$ cat config.mk
export PLATFORM = sky130hd
export DESIGN_NAME = lsu_unit
export DESIGN_NICKNAME = d
export VERILOG_FILES = /design/src/rtl/lsu_unit.sv
export SDC_FILE = /design/constraint.sdc
export NUM_CORES = 1
export LEC_CHECK = 0
export BUFFER_PORTS_ARGS = -buffer_cell sky130_fd_sc_hd__buf_2
export CAP_MARGIN = 15
export CORE_UTILIZATION = 45
export CTS_BUF_LIST = sky130_fd_sc_hd__clkbuf_4 sky130_fd_sc_hd__clkbuf_8
export CTS_CLUSTER_SIZE = 24
export DETAILED_ROUTE_END_ITERATION = 10
export GPL_ROUTABILITY_DRIVEN = 0
export GPL_TIMING_DRIVEN = 0
export PLACE_DENSITY = 0.77
export SLEW_MARGIN = 40
export SYNTH_ARGS = -nofsm -noshare
export SYNTH_HDL_FRONTEND = slang
export SYNTH_SLANG_ARGS = --single-unit
$ cat constraint.sdc
create_clock -name i_clk -period 3.1 [get_ports i_clk]
set_clock_uncertainty 0.1 [all_clocks]
set_input_delay 0.31 -clock i_clk [delete_from_list [all_inputs] [get_ports i_clk]]
set_output_delay 0.31 -clock i_clk [all_outputs]
set_load 0.05 [all_outputs]
$ cat src/rtl/lsu_unit.sv
// Sequential load/store unit: one request at a time, aligned bus beats with byte strobes,
// lane-shifted store data and extended load data. Build option: MISALIGNED_EN (split crossing beats).
module lsu_unit #(
  parameter int XLEN = 32
) (
  input  logic              i_clk,
  input  logic              i_rst_n,
  input  logic              i_req_valid,
  output logic              o_req_ready,
  input  logic              i_req_store,
  input  logic [1:0]        i_req_size,
  input  logic              i_req_unsigned,
  input  logic [XLEN-1:0]   i_req_addr,
  input  logic [XLEN-1:0]   i_req_wdata,
  output logic              o_rsp_valid,
  output logic              o_rsp_error,
  output logic [XLEN-1:0]   o_rsp_rdata,
  output logic              o_mem_valid,
  input  logic              i_mem_ready,
  output logic              o_mem_write,
  output logic [XLEN-1:0]   o_mem_addr,
  output logic [XLEN/8-1:0] o_mem_strb,
  output logic [XLEN-1:0]   o_mem_wdata,
  input  logic [XLEN-1:0]   i_mem_rdata,
  input  logic              i_mem_error
);

  localparam int NB  = XLEN / 8;
  localparam int OFS = $clog2(NB);
  localparam int SHW = OFS + 4;

  typedef enum logic [1:0] {
    S_IDLE  = 2'd0,
    S_BEAT0 = 2'd1,
`ifdef MISALIGNED_EN
    S_BEAT1 = 2'd2,
`endif
    S_RESP  = 2'd3
  } state_t;

  state_t          r_state;
  state_t          w_state_next;
  logic            r_store;
  logic            r_unsigned;
  logic [1:0]      r_size;
  logic [XLEN-1:0] r_addr;
  logic [XLEN-1:0] r_wdata;
  logic            r_rsp_error;
  logic [XLEN-1:0] r_rsp_rdata;

  logic            w_req_illegal;
  logic            w_req_misal;
  logic            w_req_err;

  assign w_req_illegal = (XLEN == 32) && (i_req_size == 2'd3);

`ifdef MISALIGNED_EN
  assign w_req_misal = 1'b0;
`else
  logic [3:0] w_req_bytes;
  assign w_req_bytes = 4'd1 << i_req_size;
  assign w_req_misal = (i_req_addr[OFS-1:0] & OFS'(w_req_bytes - 4'd1)) != '0;
`endif

  assign w_req_err = w_req_illegal || w_req_misal;

  // Per-beat views of the latched request
  logic [OFS-1:0]  w_ofs;
  logic [3:0]      w_bytes;
  logic [7:0]      w_strb_base;
  logic [XLEN-1:0] w_base_addr;
  logic [XLEN-1:0] w_wdata0;
  logic [NB-1:0]   w_strb0;
  logic [XLEN-1:0] w_load0;

  assign w_ofs       = r_addr[OFS-1:0];
  assign w_bytes     = 4'd1 << r_size;
  assign w_strb_base = 8'((9'h1 << w_bytes) - 9'h1);
  assign w_base_addr = {r_addr[XLEN-1:OFS], {OFS{1'b0}}};
  assign w_wdata0    = r_wdata << {w_ofs, 3'b000};
  assign w_strb0     = NB'((2*NB)'(w_strb_base) << w_ofs);
  assign w_load0     = i_mem_rdata >> {w_ofs, 3'b000};

`ifdef MISALIGNED_EN
  logic [XLEN-1:0] r_lo;
  logic            w_cross;
  logic [SHW-1:0]  w_hi_sh;
  logic [NB-1:0]   w_strb1;
  logic [XLEN-1:0] w_wdata1;
  logic [XLEN-1:0] w_addr1;
  logic [XLEN-1:0] w_load1;

  assign w_cross  = (5'(w_ofs) + 5'(w_bytes)) > 5'(NB);
  // Bit distance from the top of beat0's data to the first byte carried by beat1
  assign w_hi_sh  = SHW'(XLEN) - SHW'({w_ofs, 3'b000});
  assign w_strb1  = NB'(w_strb_base >> (NB - int'(w_ofs)));
  assign w_wdata1 = r_wdata >> w_hi_sh;
  assign w_addr1  = w_base_addr + XLEN'(NB);
  assign w_load1  = r_lo | (i_mem_rdata << w_hi_sh);
`endif

  function automatic logic [XLEN-1:0] f_extend(input logic [XLEN-1:0] raw,
                                               input logic [1:0] size,
                                               input logic uns);
    logic [XLEN-1:0] mask;
    logic [XLEN-1:0] res;
    int              nbits;
    nbits = 8 << size;
    res   = raw;
    if (nbits < XLEN) begin
      mask = (XLEN'(1) << nbits) - XLEN'(1);
      res  = raw & mask;
      if (!uns && raw[nbits-1]) res = res | ~mask;
    end
    return res;
  endfunction

  always_comb begin
    w_state_next = r_state;
    o_req_ready  = 1'b0;
    o_mem_valid  = 1'b0;
    o_mem_write  = 1'b0;
    o_mem_addr   = '0;
    o_mem_strb   = '0;
    o_mem_wdata  = '0;
    case (r_state)
      S_IDLE: begin
        o_req_ready = 1'b1;
        if (i_req_valid) w_state_next = w_req_err ? S_RESP : S_BEAT0;
      end
      S_BEAT0: begin
        o_mem_valid = 1'b1;
        o_mem_write = r_store;
        o_mem_addr  = w_base_addr;
        o_mem_strb  = w_strb0;
        o_mem_wdata = w_wdata0;
        if (i_mem_ready) begin
`ifdef MISALIGNED_EN
          w_state_next = (w_cross && !i_mem_error) ? S_BEAT1 : S_RESP;
`else
          w_state_next = S_RESP;
`endif
        end
      end
`ifdef MISALIGNED_EN
      S_BEAT1: begin
        o_mem_valid = 1'b1;
        o_mem_write = r_store;
        o_mem_addr  = w_addr1;
        o_mem_strb  = w_strb1;
        o_mem_wdata = w_wdata1;
        if (i_mem_ready) w_state_next = S_RESP;
      end
`endif
      S_RESP:  w_state_next = S_IDLE;
      default: w_state_next = S_IDLE;
    endcase
  end

  always_ff @(posedge i_clk or negedge i_rst_n) begin
    if (!i_rst_n) begin
      r_state     <= S_IDLE;
      r_store     <= 1'b0;
      r_unsigned  <= 1'b0;
      r_size      <= '0;
      r_addr      <= '0;
      r_wdata     <= '0;
      r_rsp_error <= 1'b0;
      r_rsp_rdata <= '0;
`ifdef MISALIGNED_EN
      r_lo        <= '0;
`endif
    end else begin
      r_state <= w_state_next;
      case (r_state)
        S_IDLE: begin
          if (i_req_valid) begin
            r_store     <= i_req_store;
            r_unsigned  <= i_req_unsigned;
            r_size      <= i_req_size;
            r_addr      <= i_req_addr;
            r_wdata     <= i_req_wdata;
            r_rsp_error <= w_req_err;
            r_rsp_rdata <= '0;
          end
        end
        S_BEAT0: begin
          if (i_mem_ready) begin
`ifdef MISALIGNED_EN
            r_lo <= w_load0;
`endif
            // A crossing load overwrites this result when beat1 completes
            r_rsp_error <= i_mem_error;
            r_rsp_rdata <= (r_store || i_mem_error) ? '0
                           : f_extend(w_load0, r_size, r_unsigned);
          end
        end
`ifdef MISALIGNED_EN
        S_BEAT1: begin
          if (i_mem_ready) begin
            r_rsp_error <= i_mem_error;
            r_rsp_rdata <= (r_store || i_mem_error) ? '0
                           : f_extend(w_load1, r_size, r_unsigned);
          end
        end
`endif
        S_RESP: begin
          r_rsp_error <= 1'b0;
          r_rsp_rdata <= '0;
        end
        default: ;
      endcase
    end
  end

  assign o_rsp_valid = (r_state == S_RESP);
  assign o_rsp_error = o_rsp_valid & r_rsp_error;
  assign o_rsp_rdata = o_rsp_valid ? r_rsp_rdata : '0;

endmodule

### Word-level counts from Yosys, hierarchy flattened

Cells that the tools add are included.

* register bits: 103
* input bits: 105
* output and inout bits: 105
* logic and storage cells: 65

* $add $sub $neg: 4
* order comparisons: 2
* equal/unequal tests: 5
* shift-type cells: 8
* muxes and demuxes: 23
* bitwise operators: 5
* reductions and logical operators: 10

Operators with widths (number)
* $mux 32: 8
* $pmux 32 s3: 1
* $lt 32x7->1 const B: 2
* $sub 32x2->32 const B: 2
* $and 32x32->32: 1
* $not 32->32: 1
* $or 32x32->32: 1
* $shl 1x32->32 const A: 1
* $shl 32x5->32: 1
* $shl 4x2->32 const A: 1
* $shr 32x5->32: 1
* $shl 1x4->8 const A: 1
* $shl 8x2->4: 1
* $sub 8x1->8 const B: 1
* $mux 1: 7
* $mux 2: 3
* $bmux 1 s5: 1
* $eq 2x2->1 const B: 2
* $mux 4: 1
* $ne 2x2->1 const B: 2
* $pmux 2 s2: 1
* $reduce_and 2->1: 2
* $shl 1x2->4 const A: 1
* $pmux 1 s3: 1
* other kinds (12): 13

### Depth between registers and ports, before layout

Gate-level depths: netlist of the first run.

* word-level depth: 11
* gate-level depth with buffers: 8
* gate-level depth less buffers: 7

### Worst setup path before layout of the first run

No wires, ideal clock.

* path type: register to output
* start point: reg r_addr[0]
* end point: out o_mem_wdata[29]
* arrival: 2.361 ns
* required time: 2.690 ns
* setup slack: 0.329 ns
* cell stages (with the launch flop): 7
* path buffers: 4
* cells stage by stage: dfrtp_1 > buf_4 > buf_4 > buf_2 > buf_4 > a211oi_1 > a211oi_1

* cells in the longest elaborated chain, start to end: 2

Ends and longest elaborated chain
* start, declared: line 46 `logic [XLEN-1:0] r_addr;`
* start signal, assigned: line 181 `r_addr <= i_req_addr;`
* $shl 32x5->32: line 80 `assign w_wdata0 = r_wdata << {w_ofs, 3'b000};`
* $mux 32: line 126 `case (r_state)`
* end, declared: line 23 `output logic [XLEN-1:0] o_mem_wdata,`

Every way passes these cells.

### Worst setup path after layout of the first run

* start point: reg r_addr[0]
* end point: out o_mem_wdata[27]

Same word-level chain as after synthesis.

==> summary.txt, run 1 <==
Drt
  – Wire length per cell: between 15 and 20 um
  – Iteration-0 DRC count of the detailed router: 320
  – Number of design rule violations left after detail routing: 0
  – TritonRoute pass-1 iters: 5
  – Number of nets still failing antenna checks after routing: 0
  – Drt via density: approximately 5.7
  – Total detailed-routing wirelength: ~17000 um
  – Routed via count: 5371

Synthesis
  – Adder-Cell Fraction of Synth Area: less than 1%
  – Dominant combinational cell family by area after synthesis: multiplexers
  – Count of flip-flops with a built-in enable after synthesis: 0
  – Distinct cell type count of the synthesized netlist: 44
  – Simple-Gate Fraction of Synth Area: ~16%
  – Area fraction in compound gates after synthesis: ~15%
  – Netlist area before placement: 0.00577 mm2
  – Commonest register cell after synthesis: dfrtp_1
  – Count of warnings emitted by yosys: 0
  – Yosys reg bits: 103
  – Multiplexer share of the synthesized area: about a fifth
  – Part of the Yosys area used for sequential elements: roughly 45%
  – Post-synth ARST share: 100%
  – Mean post-synth cell area: approximately 11 um2
  – Post-synthesis instance total: 537
  – Area share of xor/xnor cells in the synthesized design: 0%

Clock tree
  – Insertion delay of the later-clocked pin in the worst-skew pair: 0.38 ns
  – Clock tree from TritonCTS: built
  – Post-CTS Setup Repair Bufs: 0
  – CTS hold repair buffers: 1
  – Clock Sink Count: between 100 and 150
  – Resize count post-CTS: 0
  – Deepest level of the CTS H-tree: 3
  – CTS Root Buffer Type: clkbuf_8
  – Maximum number of buffers from clock root to sink: 2
  – Clock input transition at the sequential cells of the worst setup and hold paths: 0.10 ns
  – Total clock buffers created by CTS: 9

Timing
  – Pin slew with the least headroom to its limit: about 0.57 ns
  – Fin. max-slew vios: 0
  – Final clock period utilization by the worst path: 92.9%
  – Max frequency: ~350 MHz
  – Final Hold Slack: about 0.053 ns
  – RSZ-0062 raised after global routing: no
  – Count of endpoints failing hold in the final timing report: 0
  – # setup viols final: 0
  – Final min period: around 2.9 ns
  – Worst slew margin relative to its limit: 61.9%
  – Setup_tns: 0 ns

Critical path
  – Req. time, crit path: ~2.7 ns
  – Type of destination of the critical path: output pin
  – CP startpoint kind: register
  – Critical path start-end classification: reg -> out
  – Setup slack of the worst register-to-register path: 0.27 ns
  – Data arrival, critical path: 2.47 ns
  – Critical Path Fanout Max: 10

GRT
  – Pin count of the biggest net entering global routing: 57
  – Number of antenna violations at the first check in global routing: 1
  – GRT overflow: 0
  – Total global-route track usage: between 20% and 30%
  – First-pass GRT wire length: 26900 um
  – Number of global-route vias before repair: 5346

Finish
  – Nets@finish: a little under 900
  – Register Area: approximately 0.0026 mm2
  – Ratio of cells with drive above 1 in the final layout: around 44%
  – Area of combinational cells with multiple inputs: 0.00296 mm2
  – Diode count: 0
  – Number of fill cells in the layout: 1100
  – Area overhead of the layout relative to synthesis: 26.2%

Floorplan
  – Width of the die: around 120 um
  – Number of core rows: between 40 and 50
  – Starting Density: a little under half
  – Die extent in y: between 100 and 150 um
  – I/O pin count: between 200 and 250
  – Area enclosed by the die boundary: ~0.013 mm2
  – Total core area: 0.0126 mm2

Min path
  – Min-delay worst type: in -> reg

Run status
  – Run status: complete, no violations

Power
  – Sequential cell fraction of total power: 26.3%
  – Part of the total power dissipated in the clock network: between 10% and 20%
  – Leakage power: roughly 3.7 nW
  – Switching part of the total: a little over half
  – VDD IR-drop max: 0.687 mV
  – Cell internal pwr: 4.11 mW
  – Sw Pwr: around 4.7 mW
  – Gate power share: a little under two thirds
  – Power per cell area: 1210 mW/mm2

Placement
  – Number of buffers inserted by port buffering: 207
  – Detailed-placement wirelength estimate: ~13000 um

Flow run
  – Max capacitance violation total: 0
cells in the mapped netlist (all sizes together) (2+ instances only):
cell / n / share of area (%)
a211oi: 17 / 2.2
a21oi: 13 / 1.3
a22o: 8 / 1.2
a22oi: 14 / 1.8
a32oi: 10 / 1.5
and2: 40 / 4.3
and3: 33 / 3.6
buf: 27 / 2.6
clkbuf: 19 / 1.2
dfrtp: 103 / 45
ha: 2 / 0.43
inv: 4 / 0.26
mux2: 75 / 15
mux2i: 31 / 5.4
nand2: 13 / 0.85
nand2b: 2 / 0.35
nand3b: 8 / 1.0
nor2: 41 / 2.8
nor2b: 9 / 0.98
nor3: 6 / 0.61
o211a: 7 / 1.2
o211ai: 10 / 1.4
o21ai: 28 / 2.5
o31ai: 7 / 0.91
or3b: 3 / 0.50
final timing paths:
path	from	end	cells past startpoint
setup / recovery	r_addr[0]	o_mem_wdata[27]	7
hold / removal	i_req_addr[29]	r_addr[29]	2
setup reg to reg	r_size[1]	r_rsp_rdata[23]	8
hold reg to reg	r_rsp_rdata[9]	r_rsp_rdata[9]	2
max in group asynchronous	i_rst_n	r_addr[24]	3
min in group asynchronous	i_rst_n	r_rsp_rdata[12]	2
power groups by stage:
stage	logic (mW)	registers (mW)	clock network (mW)
2_1_floorplan	4.34	2.19	0
3_3_place_gp	5.45	2.30	0
3_5_place_dp	5.58	2.34	0
4_1_cts	5.60	2.31	0.916
5_1_grt	5.95	2.40	0.969
6_report	5.62	2.32	0.893
kinds of logic (layout without fill, tap and decap cells):
logic type               after synthesis  after routing
AND/OR/NAND/NOR                      157            157
adder cells (fa/ha/maj)                2              2
flip-flops                           103            103
other                                  1              2
buffers and inverters                 50            275
multiplexers                         107            107
AO/OA/AOI/OAI                        117            117
final cells by class:
type | instances | share of cell area, %
Timing Repair Buffer | 209 | 14.9
Inverter | 4 | 0.206
Tap cell | 172 | 2.95
Multi-Input combinational cell | 385 | 40.7
Buffer | 46 | 3.06
Sequential cell | 103 | 35.4
Clock inverter | 5 | 0.773
Clock buffer | 11 | 2.08
worst max-delay path: stages, from the launching register on:
cell      delay (ns)
dfrtp_1         0.37
buf_4           0.20
buf_4           0.22
buf_2           0.30
buf_4           0.24
a211oi_1        0.09
a211oi_1        0.34
buf_2           0.33
registers in the layout, indices dropped and copies added, names as in the netlist:
register     flops
r_addr          32
r_rsp_rdata     32
r_wdata         32
r_size           2
r_state          2
r_rsp_error      1
r_store          1
r_unsigned       1
cell usage in the layout, fill, tap and decap left out, types with 14 or more instances in the layout:
master and n:
mux2i_1 31, and3_1 33, dfrtp_1 103, buf_2 222, a211oi_1 17, nor2_1 40
mux2_2 75, and2_1 40, o21ai_0 23, clkbuf_1 19, a22oi_1 14
metrics by stage:
stage,utilization [%],area [um2],setup WS (ns),cells,power [mW]
floorplan,-,5780,0.329,538,6.53
global placement,55.9,7030,0.449,917,7.75
detailed placement,56.2,7070,0.321,918,7.92
CTS,57.9,7280,0.235,935,8.83
global route,57.9,7280,0.00945,935,9.32
finish,57.9,7280,0.219,935,8.84
metal layers:
metal  part of all wire (%)  GRT usage [%]
met4                    4.3           15.8
met3                    7.2           5.48
met2                     49           43.5
met1                     40           33.0
met5                  0.063              0
No activity file was read; power rests on OpenSTA's default activity.
==> run 2, diff against run 1 <==
--- a/config.mk
+++ b/config.mk
@@ -13,6 +13,7 @@
 export DETAILED_ROUTE_END_ITERATION = 10
 export GPL_ROUTABILITY_DRIVEN = 0
 export GPL_TIMING_DRIVEN = 0
+export MAX_ROUTING_LAYER = met4
 export PLACE_DENSITY = 0.77
 export SLEW_MARGIN = 40
 export SYNTH_ARGS = -nofsm -noshare
==> run 2 against run 1 <==
Net effect:
- setup slack worse by 0.025 ns
- via count about the same
- power up 0.14%
- highest routed layer is now met4
==> summary.txt, run 2 (synthesis gave the netlist of run 1 again) <==
Placement
  – Cells after DPL: 918 (unchanged)
  – Standard cell area after detailed placement: 0.00707 mm2 (unchanged)
  – Number of buffers inserted by port buffering: 207 (unchanged)
  – Setup slack after placement: 0.321 ns (unchanged)
  – Detailed-placement wirelength estimate: 13300 um (unchanged)

Power
  – Sw Pwr: 4.74 mW (+0.26%)
  – Sequential cell fraction of total power: 26.2% (about the same)
  – Leakage power: 3.69 nW (about the same)
  – Switching part of the total: 53.6% (+0.064 points)
  – Cell internal pwr: 4.11 mW (about the same)
  – Power per cell area: 1210 mW/mm2 (+0.11%)
  – Gate power share: 63.6% (about the same)
  – Part of the total power dissipated in the clock network: 10.1% (about the same)
  – VDD IR-drop max: 0.684 mV (-0.42%)

Drt
  – Number of design rule violations left after detail routing: 0 (unchanged)
  – Wire length per cell: 18.7 um (+0.18%)
  – Iteration-0 DRC count of the detailed router: 353 (+10%)
  – Number of nets still failing antenna checks after routing: 0 (unchanged)
  – Drt via density: 5.74 (-0.13%)
  – Routed via count: 5370 (-0.019%)
  – Total detailed-routing wirelength: 17500 um (+0.29%)
  – TritonRoute pass-1 iters: 5 (unchanged)

Clock tree
  – Deepest level of the CTS H-tree: 3 (unchanged)
  – Maximum number of buffers from clock root to sink: 2 (unchanged)
  – Total clock buffers created by CTS: 9 (unchanged)
  – Clock input transition at the sequential cells of the worst setup and hold paths: 0.10 ns (about the same)
  – CTS Root Buffer Type: clkbuf_8
  – Clock tree from TritonCTS: built
  – Resize count post-CTS: 0 (unchanged)
  – Insertion delay of the later-clocked pin in the worst-skew pair: 0.38 ns (about the same)
  – Clock Sink Count: 103 (unchanged)

Finish
  – Number of fill cells in the layout: 1099 (-0.091%)
  – Largest registers in the final layout: r_addr x32, r_rsp_rdata x32, r_wdata x32
  – Layout Cell Area excl Fill: 0.00729 mm2 (about the same)
  – Nets@finish: 865 (unchanged)
  – Ratio of cells with drive above 1 in the final layout: 43.6% (unchanged)
  – Area overhead of the layout relative to synthesis: 26.2% (about the same)
  – Commonest cells after routing, fill and taps aside: 222 x buf_2, 103 x dfrtp_1, 75 x mux2_2
  – Most common cell after layout, fill and taps aside: buf_2
  – Layout Cells excl Fill: 936 (+0.11%)

GRT
  – Number of global-route vias before repair: 5346 (unchanged)
  – GRT overflow: 0 (unchanged)
  – Number of antenna violations at the first check in global routing: 1 (unchanged)
  – First-pass GRT wire length: 27000 um (about the same)
  – Total global-route track usage: 27.6% (+0.87 points)
  – Pin count of the biggest net entering global routing: 57 (unchanged)

Floorplan
  – Width of the die: 115 um (unchanged)
  – Die extent in y: 115 um (unchanged)
  – Starting Density: 45.9% (unchanged)
  – Area enclosed by the die boundary: 0.0133 mm2 (unchanged)
  – I/O pin count: 210 (unchanged)
  – Total core area: 0.0126 mm2 (unchanged)
  – Number of core rows: 41 (unchanged)

Critical path
  – Worst-path cell with the longest stage delay: dfrtp_1
  – CP top delay family: compound AO/OA/AOI/OAI gates
  – Critical Path Most Common Cell: o21ai_0
  – Startpoint of the worst-slack reg-to-reg timing path: r_size[1]
  – Critical Path Fanout Max: 11 (+1)
  – Count of buffer and inverter cells on the critical path: 3 (-2)
  – Data arrival, critical path: 3.04 ns (+0.57 ns)
  – Req. time, crit path: 3.23 ns (+0.54 ns)
  – Critical Path Max Stage Delay: 0.55 ns (+0.18 ns)
  – Destination of the worst register-to-register timing path: r_rsp_rdata[23]
  – Worst R2R Path Depth: 8 (unchanged)
  – Type of destination of the critical path: register
  – Setup slack of the worst register-to-register path: 0.19 ns (-0.08 ns)
  – Cells along the critical path: nor2_4 -> inv_2 -> clkbuf_1 -> ha_1 -> inv_1 -> o21ai_0 -> o211ai_1 -> o21ai_0
  – Critical path start-end classification: reg -> reg
  – CP startpoint kind: register

Min path
  – Min-delay worst type: in -> reg
  – Hold EP: r_size[1]
  – Depth of the worst hold-timing path: 3 (+1)
  – Worst hold path startpoint: i_req_size[1]

Timing
  – # setup viols final: 0 (unchanged)
  – Final min period: 2.91 ns (+0.0250 ns)
  – Setup_tns: 0 ns (unchanged)
  – Pin slew with the least headroom to its limit: 0.579 ns (+0.00941 ns)
  – Fin. max-slew vios: 0 (unchanged)
  – Final clock period utilization by the worst path: 93.8% (+0.81 points)
  – RSZ-0062 raised after global routing: no
  – Max frequency: 344 MHz (-0.86%)
  – Final Hold Slack: 0.0542 ns (+0.000792 ns)
  – Setup ws final: 0.194 ns (-0.0250 ns)
  – Worst slew margin relative to its limit: 61.2% (-0.63 points)
  – Count of endpoints failing hold in the final timing report: 0 (unchanged)

Run status
  – Run status: complete, no violations

Flow run
  – Max capacitance violation total: 0 (unchanged)
[run 2: cell count changes in the layout (fill, tap and decap cells not counted), sizes merged]
cell / change
diode: +1
[run 2: per-stage QoR]
step                util (%)  power [mW]
floorplan                  -        6.53
global placement        55.9        7.75
detailed placement      56.2        7.92
CTS                     57.9        8.83
global route            58.0        9.32
finish                  58.0        8.85
[run 2: cell type report]
class	count	area, um2	share of cell area (%)
Timing Repair Buffer	209	1080	14.9
Clock inverter	5	56.3	0.773
Antenna cell	1	2.50	0.0343
Buffer	46	223	3.06
Multi-Input combinational cell	385	2960	40.6
Tap cell	172	215	2.95
Inverter	4	15.0	0.206
Sequential cell	103	2580	35.4
Clock buffer	11	151	2.08
[run 2: power by group through the flow]
stage          Clock (mW)  Sequential [mW]  Combinational (mW)
6_report            0.897             2.32                5.63
2_1_floorplan           0             2.19                4.34
5_1_grt             0.972             2.39                5.95
4_1_cts             0.916             2.31                5.60
3_3_place_gp            0             2.30                5.45
3_5_place_dp            0             2.34                5.58
[run 2: metal layers]
metal  global-route usage, %  routed length (um)  vias to the layer above
met5                       -                   0                        -
met4                    15.8                 740                        0
met3                    4.43                1190                       59
met2                    43.6                8430                      288
met1                    33.6                7140                     2633
li1                        -                   -                     2390
[run 2: tightest hold or removal path: cells and delay by family]
kind	cells	cell delay, ns
simple gates	1	0.04
buf+inv	1	0.09
compound gates	1	0.06
[run 2: how the worst max path moves through the flow]
stage / start / to / slack (ns) / cells past startpoint
after floorplan: r_addr[0] / o_mem_wdata[29] / 0.33 / 6
after global placement: r_size[1] / r_rsp_rdata[23] / 0.45 / 8
after detailed placement: r_size[1] / r_rsp_rdata[23] / 0.32 / 8
after CTS: r_addr[0] / o_mem_wdata[27] / 0.23 / 7
after global routing: r_size[1] / r_rsp_rdata[23] / 0.02 / 8
final: r_size[1] / r_rsp_rdata[23] / 0.19 / 8
[run 2: repair_timing]
item                                   in CTS  in global routing
endpoints found under the hold margin      47                  0
setup buffers                               0                  0
hold buffers                                1                  0
==> run 3, diff against run 2 <==
--- a/config.mk
+++ b/config.mk
@@ -5,7 +5,7 @@
 export SDC_FILE = /design/constraint.sdc
 export NUM_CORES = 1
 export LEC_CHECK = 0
-export BUFFER_PORTS_ARGS = -buffer_cell sky130_fd_sc_hd__buf_2
+export BUFFER_PORTS_ARGS = -buffer_cell sky130_fd_sc_hd__buf_4
 export CAP_MARGIN = 15
 export CORE_UTILIZATION = 45
 export CTS_BUF_LIST = sky130_fd_sc_hd__clkbuf_4 sky130_fd_sc_hd__clkbuf_8
==> run 3 against run 2 <==
Net effect:
- global-route usage rose by 0.49 points
- non-clock buffer count is 1 higher
- design area increased by 7.3%
- sequential share of layout area is 2.4 points lower
- largest cell class unchanged
==> summary.txt, run 3 (synthesis gave the netlist of run 1 again) <==
Run status
  – Run status: complete, no violations

Critical path
  – Cells along the critical path: nor2_4 -> inv_2 -> clkbuf_1 -> ha_1 -> inv_1 -> a2111oi_4 -> o21ai_2 -> o31ai_1
  – Req. time, crit path: 3.27 ns (+0.04 ns)
  – CP top delay family: compound AO/OA/AOI/OAI gates
  – Data arrival, critical path: 2.97 ns (-0.07 ns)
  – Setup slack of the worst register-to-register path: 0.30 ns (+0.11 ns)
  – Destination of the worst register-to-register timing path: r_rsp_rdata[13]
  – Critical path start-end classification: reg -> reg
  – Type of destination of the critical path: register
  – Critical Path Fanout Max: 11 (unchanged)
  – Worst-path cell with the longest stage delay: dfrtp_1
  – Startpoint of the worst-slack reg-to-reg timing path: r_size[1]
  – Count of buffer and inverter cells on the critical path: 3 (unchanged)
  – Critical Path Max Stage Delay: 0.49 ns (-0.06 ns)
  – Worst R2R Path Depth: 8 (unchanged)
  – CP startpoint kind: register

Clock tree
  – Insertion delay of the later-clocked pin in the worst-skew pair: 0.37 ns (about the same)
  – CTS Root Buffer Type: clkbuf_8
  – Maximum number of buffers from clock root to sink: 2 (unchanged)
  – Clock input transition at the sequential cells of the worst setup and hold paths: 0.10 ns (about the same)
  – Total clock buffers created by CTS: 9 (unchanged)
  – Clock Sink Count: 103 (unchanged)
  – Deepest level of the CTS H-tree: 3 (unchanged)
  – Clock tree from TritonCTS: built
  – Resize count post-CTS: 0 (unchanged)

Finish
  – Area overhead of the layout relative to synthesis: 35.4%
  – Largest registers in the final layout: r_addr x32, r_rsp_rdata x32, r_wdata x32
  – Layout Cells excl Fill: 935 (-0.11%)
  – Nets@finish: 866 (+0.12%)
  – Ratio of cells with drive above 1 in the final layout: 43.6% (unchanged)
  – Post-Route Utilization: 62.2% (+4.2 points)
  – Diode count: 0 (-1)
  – Commonest cells after routing, fill and taps aside: 213 x buf_4, 103 x dfrtp_1, 75 x mux2_2
  – Most common cell after layout, fill and taps aside: buf_4

GRT
  – First-pass GRT wire length: 27200 um (+0.82%)
  – GRT overflow: 0 (unchanged)
  – Number of global-route vias before repair: 5266 (-1.5%)
  – Number of antenna violations at the first check in global routing: 0 (-1)
  – Pin count of the biggest net entering global routing: 104 (+82%)
  – Total global-route track usage: 28.1% (+0.49 points)

Timing
  – Max frequency: 357 MHz (+3.8%)
  – # setup viols final: 0 (unchanged)
  – Worst slew margin relative to its limit: 57.8% (-3.4 points)
  – Fin. max-slew vios: 0 (unchanged)
  – Setup ws final: 0.299 ns (+0.105 ns)
  – Final clock period utilization by the worst path: 90.4% (-3.4 points)
  – RSZ-0062 raised after global routing: no
  – Pin slew with the least headroom to its limit: 0.631 ns (+0.0513 ns)
  – Count of endpoints failing hold in the final timing report: 0 (unchanged)
  – Setup_tns: 0 ns (unchanged)
  – Final min period: 2.80 ns (-0.105 ns)

Power
  – Leakage power: 3.80 nW (+2.9%)
  – Sequential cell fraction of total power: 25.1% (-1.1 points)
  – Switching part of the total: 51.2% (-2.4 points)
  – Part of the total power dissipated in the clock network: 10.3% (+0.2 points)
  – VDD IR-drop max: 0.757 mV (+11%)
  – Sw Pwr: 4.72 mW (-0.47%)
  – Power per cell area: 1180 mW/mm2 (-2.9%)
  – Cell internal pwr: 4.50 mW (+9.6%)
  – Gate power share: 64.6% (+1.0 points)

Min path
  – Depth of the worst hold-timing path: 3 (unchanged)
  – Min-delay worst type: in -> reg
  – Worst hold path startpoint: i_req_size[1]
  – Hold EP: r_size[1]

Drt
  – Wire length per cell: 19.0 um (+1.5%)
  – Iteration-0 DRC count of the detailed router: 330 (-6.5%)
  – TritonRoute pass-1 iters: 5 (unchanged)
  – Routed via count: 5247 (-2.3%)
  – Number of design rule violations left after detail routing: 0 (unchanged)
  – Total detailed-routing wirelength: 17700 um (+1.3%)
  – Number of nets still failing antenna checks after routing: 0 (unchanged)
  – Drt via density: 5.61 (-2.2%)

Flow run
  – Max capacitance violation total: 0 (unchanged)

Floorplan
  – Number of core rows: 41 (unchanged)
  – Total core area: 0.0126 mm2 (unchanged)
  – Width of the die: 115 um (unchanged)
  – Die extent in y: 115 um (unchanged)
  – I/O pin count: 210 (unchanged)
  – Starting Density: 45.9% (unchanged)
  – Area enclosed by the die boundary: 0.0133 mm2 (unchanged)

Placement
  – Number of buffers inserted by port buffering: 207 (unchanged)
  – Cells after DPL: 917 (-0.11%)
  – Setup slack after placement: 0.258 ns (-0.0625 ns)
  – Detailed-placement wirelength estimate: 13500 um (+1.5%)
## run 3: cell types whose count changed in the layout (fill, tap and decap cells not counted), moves of 2 or more
| cell | previous run | this run |
|---|---|---|
| clkbuf_4 | 0 | 2 |
| clkinv_2 | 2 | 0 |
| buf_4 | 6 | 213 |
| buf_2 | 222 | 16 |
## run 3: per-layer routing
metal  part of all wire [%]  vias to the layer above  wire length, um  global-route usage, %
met5                      0                        -                0                      -
met4                    4.0                        0              718                   13.7
met3                    7.0                       58             1240                   5.96
met2                     49                      238             8630                   45.1
met1                     40                     2557             7150                   33.6
li1                       -                     2394                -                      -
## run 3: power groups by stage
stage / clock (mW) / sequential (mW) / combinational, mW
CTS: 0.967 / 2.31 / 5.95
global placement: 0 / 2.30 / 5.80
floorplan: 0 / 2.19 / 4.34
finish: 0.950 / 2.32 / 5.95
detailed placement: 0 / 2.34 / 5.93
global route: 1.03 / 2.40 / 6.31
## run 3: layout make-up
class / count / area, um2
Inverter: 4 / 15.0
Multi-Input combinational cell: 385 / 2960
Buffer: 46 / 223
Clock buffer: 12 / 153
Tap cell: 172 / 215
Clock inverter: 3 / 67.6
Timing Repair Buffer: 210 / 1610
Sequential cell: 103 / 2580
Fill cell: 1080 / 4750
## run 3: through the flow
step                area, um2  power, mW  hold slack [ns]
floorplan                5780       6.53          -0.0856
global placement         7550       8.10            0.379
detailed placement       7550       8.27            0.311
CTS                      7780       9.23           0.0420
global route             7820       9.75           0.0407
finish                   7820       9.22           0.0558
## run 3: repair_timing
item | CTS | global route
endpoints found under the setup margin | 0 | 1
hold buffers | 1 | 0
endpoints found under the hold margin | 103 | 0
buffers inserted | 0 | 1
## run 3: worst register-to-register path: cells and delay by family, from the launching register on
family | cells | cell delay (ns)
fa+ha+maj | 1 | 0.40
compound gates | 3 | 1.00
flops | 1 | 0.49
simple gates | 1 | 0.19
buf+inv | 3 | 0.52
## run 3: worst max-delay path by stage
stage | start | endpoint | slack [ns] | depth (start not counted)
floorplan | r_addr[0] | o_mem_wdata[29] | 0.33 | 6
global placement | r_size[1] | r_rsp_rdata[23] | 0.44 | 8
detailed placement | r_size[1] | r_rsp_rdata[18] | 0.26 | 8
CTS | r_size[1] | r_rsp_rdata[22] | 0.24 | 8
global route | r_size[1] | r_rsp_rdata[8] | 0.12 | 8
finish | r_size[1] | r_rsp_rdata[13] | 0.30 | 8
